### src/rtl/dev_router.sv
// Address-decoding device router: steers one CPU device request to one of NUM_DEV
// slave channels, enforcing a minimum wait and a timeout, with bus-error reporting.

module dev_router_chk #(
  parameter int NUM_DEV  = 4,
  parameter int MIN_WAIT = 0,
  parameter int TIMEOUT  = 255
) (
  input logic               clk,
  input logic               rst,
  input logic [NUM_DEV-1:0] slv_enable
);

  // Configuration legality and one-hot channel select.
  always @(posedge clk) begin
    if (!rst) begin
      assert (TIMEOUT > MIN_WAIT);
      assert ($onehot0(slv_enable));
    end
  end

endmodule

module dev_router #(
  parameter int                        NUM_DEV   = 4,
  parameter int                        DATA_W    = 32,
  parameter int                        ADDR_W    = 32,
  parameter logic [NUM_DEV*ADDR_W-1:0] ADDR_BASE = '0,
  parameter logic [NUM_DEV*ADDR_W-1:0] ADDR_MASK = '0,
  parameter int                        MIN_WAIT  = 0,
  parameter int                        TIMEOUT   = 255,
  parameter logic [DATA_W-1:0]         ERR_DATA  = 32'hDEAD_BEEF
) (
  input  logic                      clk,
  input  logic                      rst,
  input  logic                      devEnable_i,
  input  logic                      devWrite_i,
  input  logic [ADDR_W-1:0]         devPhysicalAddr_i,
  input  logic [DATA_W/8-1:0]       devByteSelect_i,
  input  logic [DATA_W-1:0]         devDataSave_i,
  output logic [DATA_W-1:0]         devDataLoad_o,
  output logic                      devBusy_o,
  output logic [NUM_DEV-1:0]        slvEnable_o,
  output logic                      slvReadEnable_o,
  output logic [ADDR_W-1:0]         slvAddr_o,
  output logic [DATA_W/8-1:0]       slvByteSelect_o,
  output logic [DATA_W-1:0]         slvDataSave_o,
  input  logic [NUM_DEV*DATA_W-1:0] slvDataLoad_i,
  input  logic [NUM_DEV-1:0]        slvBusy_i,
  output logic                      busErr_o,
  output logic [ADDR_W-1:0]         errAddr_o
);

  localparam int CNT_W = $clog2(TIMEOUT + 1);
  localparam int IDX_W = (NUM_DEV > 1) ? $clog2(NUM_DEV) : 1;

  localparam logic [CNT_W-1:0] CNT_TO  = CNT_W'(TIMEOUT);
  localparam logic [CNT_W-1:0] CNT_MAX = {CNT_W{1'b1}};

  localparam logic [1:0] ST_IDLE   = 2'd0;
  localparam logic [1:0] ST_ACCESS = 2'd1;
  localparam logic [1:0] ST_ERRW   = 2'd2;
  localparam logic [1:0] ST_DONE   = 2'd3;

  logic [1:0]         state_r;
  logic [CNT_W-1:0]   cnt_r;
  logic [IDX_W-1:0]   idx_r;
  logic [NUM_DEV-1:0] match_s;
  logic               hit_s;
  logic [IDX_W-1:0]   hit_idx_s;
  logic               sel_busy_s;
  logic [DATA_W-1:0]  sel_data_s;
  logic               min_ok_s;

  // Address decode; scanning downward lets the lowest matching channel win.
  always_comb begin
    match_s   = '0;
    hit_idx_s = '0;
    for (int i = NUM_DEV - 1; i >= 0; i--) begin
      match_s[i] = ((devPhysicalAddr_i & ADDR_MASK[i*ADDR_W +: ADDR_W]) == ADDR_BASE[i*ADDR_W +: ADDR_W]);
      hit_idx_s  = match_s[i] ? IDX_W'(i) : hit_idx_s;
    end
    hit_s = |match_s;
  end

  // Busy and load data of the channel owning the current access.
  always_comb begin
    sel_busy_s = 1'b0;
    sel_data_s = '0;
    for (int i = 0; i < NUM_DEV; i++) begin
      sel_busy_s = (idx_r == IDX_W'(i)) ? slvBusy_i[i] : sel_busy_s;
      sel_data_s = (idx_r == IDX_W'(i)) ? slvDataLoad_i[i*DATA_W +: DATA_W] : sel_data_s;
    end
  end

  if (MIN_WAIT == 0) begin : g_no_min
    assign min_ok_s = 1'b1;
  end else begin : g_min
    assign min_ok_s = (cnt_r >= CNT_W'(MIN_WAIT));
  end

  assign devBusy_o = ((state_r == ST_IDLE) & devEnable_i) | (state_r == ST_ACCESS) | (state_r == ST_ERRW);

  // Transaction sequencer; completion and timeout both pass through DONE so the CPU sees one uniform handshake.
  always_ff @(posedge clk or posedge rst) begin
    if (rst) begin
      state_r         <= ST_IDLE;
      cnt_r           <= '0;
      idx_r           <= '0;
      slvEnable_o     <= '0;
      slvReadEnable_o <= 1'b1;
      slvAddr_o       <= '0;
      slvByteSelect_o <= '0;
      slvDataSave_o   <= '0;
      devDataLoad_o   <= '0;
      busErr_o        <= 1'b0;
      errAddr_o       <= '0;
    end else begin
      case (state_r)
        ST_IDLE: begin
          busErr_o <= 1'b0;
          if (devEnable_i && hit_s) begin
            slvAddr_o       <= devPhysicalAddr_i;
            slvByteSelect_o <= devByteSelect_i;
            slvDataSave_o   <= devDataSave_i;
            slvReadEnable_o <= ~devWrite_i;
            idx_r           <= hit_idx_s;
            slvEnable_o     <= NUM_DEV'(1'b1) << hit_idx_s;
            cnt_r           <= '0;
            state_r         <= ST_ACCESS;
          end else if (devEnable_i) begin
            errAddr_o <= devPhysicalAddr_i;
            state_r   <= ST_ERRW;
          end
        end
        ST_ACCESS: begin
          cnt_r <= (cnt_r != CNT_MAX) ? cnt_r + CNT_W'(1) : cnt_r;
          if (min_ok_s && !sel_busy_s) begin
            devDataLoad_o <= slvReadEnable_o ? sel_data_s : '0;
            slvEnable_o   <= '0;
            busErr_o      <= 1'b0;
            state_r       <= ST_DONE;
          end else if (cnt_r == CNT_TO) begin
            devDataLoad_o <= ERR_DATA;
            errAddr_o     <= slvAddr_o;
            slvEnable_o   <= '0;
            busErr_o      <= 1'b1;
            state_r       <= ST_DONE;
          end
        end
        ST_ERRW: begin
          devDataLoad_o <= ERR_DATA;
          busErr_o      <= 1'b1;
          state_r       <= ST_DONE;
        end
        ST_DONE: begin
          busErr_o <= 1'b0;
          state_r  <= ST_IDLE;
        end
        default: begin
          slvEnable_o <= '0;
          busErr_o    <= 1'b0;
          state_r     <= ST_IDLE;
        end
      endcase
    end
  end

  dev_router_chk #(
    .NUM_DEV  (NUM_DEV),
    .MIN_WAIT (MIN_WAIT),
    .TIMEOUT  (TIMEOUT)
  ) u_chk (
    .clk        (clk),
    .rst        (rst),
    .slv_enable (slvEnable_o)
  );

endmodule
### config.mk
export PLATFORM = sky130hd
export DESIGN_NAME = dev_router
export DESIGN_NICKNAME = d
export VERILOG_FILES = /design/src/rtl/dev_router.sv
export SDC_FILE = /design/constraint.sdc
export NUM_CORES = 1
export LEC_CHECK = 0
export ABC_AREA = 1
export CAP_MARGIN = 20
export CELL_PAD_IN_SITES_DETAIL_PLACEMENT = 1
export CELL_PAD_IN_SITES_GLOBAL_PLACEMENT = 2
export CORE_ASPECT_RATIO = 0.7
export CORE_UTILIZATION = 19
export DETAILED_ROUTE_END_ITERATION = 8
export GPL_TIMING_DRIVEN = 0
export PLACE_DENSITY = 0.78
export SLEW_MARGIN = 20
export SYNTH_ARGS = -nofsm -noshare
export SYNTH_HDL_FRONTEND = slang
export SYNTH_HIERARCHICAL = 1
export SYNTH_SLANG_ARGS = --single-unit
export TNS_END_PERCENT = 50
### constraint.sdc
create_clock -name clk -period 5.8 [get_ports clk]
set_input_delay 1.74 -clock clk [delete_from_list [all_inputs] [get_ports clk]]
set_output_delay 1.74 -clock clk [all_outputs]
set_load 0.02 [all_outputs]
==> metrics.md <==
| Metric | Value |
|---|---|
| Outcome | completed |
| Die W | 218 um |
| Leak Pwr | 4.67 nW |
| Hold Vio Cnt, Final | 0 |
| CTS H-tree depth | 4 |
| Crit-path max FO | 10 |
| CP Capture Type | output port |
| Total Power | 0.00509 W |
| CTS buffer count | 17 |
| Hold path depth | 2 |
| Hold Crit Class | reg2reg |
| WS Path Type | in2out |
| Via count | 5672 |
| # DRC | 0 |
| Most common cell in the synthesized netlist | nand2_1 |
| Initial antenna violation count | 3 |
| Syn Inst Count | 727 |
| EDFF count, synth | 0 |
| Grt ovf | 0 |
| Layout cells sized above 1 | 0.0719 |
| Yosys top cell by area | dfrtp_1 |
| Hold_sp | devDataLoad_o[25] |
| Async set-reset flop share out of synthesis | 1.00 |
| Die Y-Extent | 153 um |
| Via density | 3.99 |
| Top_reg_cell synth | dfrtp_1 |
| Pre-antenna DRT Iters | 4 |
| Clk_skew | 0.00606 ns |
| Cell Area, Synth | 0.00618 mm2 |
| Final min period | 5.54 ns |
| Ranking of synthesized cells by area | dfrtp_1 58%, nand2_1 25%, o21ai_0 3.2% |
| Reported net switching power | 0.00207 W |
| Rows | 54 |
| Pwr Density | 524 mW/mm2 |
| Post-synthesis register bit count | 145 |
| Peak VDD IR | 0.216 mV |
| R2R Path Start | state_r[1] |
| Max-Cap Viols | 0 |
| Setup repair bufs after CTS | 0 |
| Sequential power share | 0.315 |
| Nets | 1199 |
| Maximum clock path buffer count | 2 |
| Post-Route WL | 22.4 mm |
| Worst slew margin | 0.509 |
| Least-Margin Pin Slew | 0.737 ns |
| Syn-to-layout area delta | 57.3% |
| Reg clk slew, reported paths | 0.06 ns |
| Core area | 0.0316 mm2 |
| Register area share after synthesis | 0.587 |
| Storage element area | 0.00363 mm2 |
| I/O Pins | 343 |
| Total GRT Usage | 0.139 |
| Area occupied by multi-input gates | 0.00225 mm2 |
| Fillers | 3729 |
| Final GP Congestion | 0.734 |
| Final Core Density | 0.308 |
| Pin count of the biggest net entering global routing | 74 |
| CTS tree | yes |
| Initial Util | 0.196 |
| Post-route ant nets | 0 |
| RSZ-0062 raised after global routing | false |
| Logic gate share of total power | 0.468 |
| Yosys top cell area share | 0.583 |
| Vias in the first global route | 6152 |
| Clock network power share | 0.217 |
| Die area | 0.0333 mm2 |
| Post-cts resize count | 0 |
| CP Data Arrival Time | 3.80 ns |
| Worst EP required | 4.06 ns |
| Final setup viols | 0 |
| DP Wirelength | 16.2 mm |
| Fin crit share | 0.955 |
| Switching share of power | 0.406 |
| Root buffer cell | clkbuf_16 |
| Input/output buffers | 240 |
| Hold bufs inserted after CTS | 0 |
| Worst-case reg-to-reg path depth | 8 |
| Post-synth top cells | 413 x nand2_1, 144 x dfrtp_1, 39 x o21ai_0, 32 x nand3_1, 20 x clkbuf_1 |
| Global-route wire length before repair | 35.3 mm |
| Fmax | 181 MHz |
| Mean Syn Cell Area | 8.51 um2 |
| Clock sinks | 145 |
| Starting DRT DRC Count | 258 |
| Max-slew violations | 0 |
| Worst-Skew Late Latency | 0.43 ns |
| Critical path launch point type | input pin |
| Synth warnings | 6 |
| Unique masters post-synth | 26 |
| Internal power | 0.00303 W |
| Per-cell routed wire length | 15.7 um |
| Worst Setup SP | devEnable_i |
==> cell type report <==
| type | instances | share of cell area |
|---|---|---|
| Multi-Input combinational cell | 528 | 0.231 |
| Clock inverter | 12 | 0.0138 |
| Antenna cell | 1 | 0.000257 |
| Sequential cell | 145 | 0.373 |
| Inverter | 13 | 0.00592 |
| Timing Repair Buffer | 241 | 0.250 |
| Tap cell | 420 | 0.0540 |
| Buffer | 43 | 0.0270 |
| Clock buffer | 20 | 0.0449 |
==> registers in the layout, indices dropped and copies added (netlist names) <==
| register | cells |
|---|---|
| busErr_o | 1 |
| cnt_r | 8 |
| devDataLoad_o | 32 |
| errAddr_o | 32 |
| slvAddr_o | 32 |
| slvByteSelect_o | 4 |
| slvDataSave_o | 32 |
| slvEnable_o | 1 |
| slvReadEnable_o | 1 |
| state_r | 2 |
==> cells by family (layout without fill, tap and decap cells) <==
| family | Yosys count | in the layout | share of synthesized area |
|---|---|---|---|
| other cells | 1 | 4 | 0.000606 |
| buf+inv | 56 | 329 | 0.0506 |
| fa+ha+maj | 6 | 6 | 0.0121 |
| simple gates | 463 | 463 | 0.299 |
| xor+xnor | 2 | 2 | 0.00283 |
| compound gates | 54 | 54 | 0.0482 |
| flops | 145 | 145 | 0.587 |
==> per-stage QoR <==
stage,hold WS (ns),instance area (um2),setup slack [ns],TNS [ns],instances
floorplan,0.490,6190,0.167,0,729
detailed placement,0.458,9150,0.183,0,1390
finish,0.469,9730,0.261,0,1423
global placement,0.454,9120,-2.50,-357.98,1389
global route,0.492,9730,0.106,0,1423
CTS,0.475,9720,0.181,0,1422
==> power groups by stage <==
stage	Clock [W]	Sequential, W	Combinational [W]
floorplan	0	0.00200	0.000901
global placement	0	0.00161	0.00239
detailed placement	0	0.00162	0.00243
CTS	0.00115	0.00161	0.00244
global route	0.00118	0.00166	0.00262
finish	0.00111	0.00161	0.00238
==> per-layer routing <==
| layer | GRT usage | vias to the layer above | share of wire |
|---|---|---|---|
| met1 | 0.173 | 2719 | 0.45 |
| met2 | 0.216 | 151 | 0.45 |
| met3 | 0.0595 | 23 | 0.081 |
| met4 | 0.0446 | 4 | 0.014 |
| li1 | - | 2775 | - |
| met5 | 0 | - | 0.0012 |
==> path summary, 6_finish.rpt <==
check	to	slack (ns)
worst max-delay path	devBusy_o	0.26
worst min-delay path	devDataLoad_o[25]	0.47
worst max register to register	slvDataSave_o[10]	3.61
worst min register to register	devDataLoad_o[25]	0.47
max in group asynchronous	slvAddr_o[21]	3.22
min in group asynchronous	slvDataSave_o[6]	1.80
==> layout by cell type (no fill, tap or decap), drive strengths merged <==
cell type	n
clkinv	7
dfstp	1
conb	3
clkbuf	40
bufinv	2
dfrtp	144
ha	6
clkinvlp	2
o21bai	2
nand2	416
nand3	35
diode	1
o21ai	50
a21oi	2
clkdlybuf4s50	240
xor2	2
inv	14
nor2	10
nand3b	1
buf	24
nor3b	1
==> worst max-delay path: stages <==
cell and delay (ns):
clkdlybuf4s50_1 0.42, nand2_1 0.45, clkbuf_1 0.46, nand3_1 0.13, clkdlybuf4s50_1 0.59
Power figures use the tool's default switching activity.
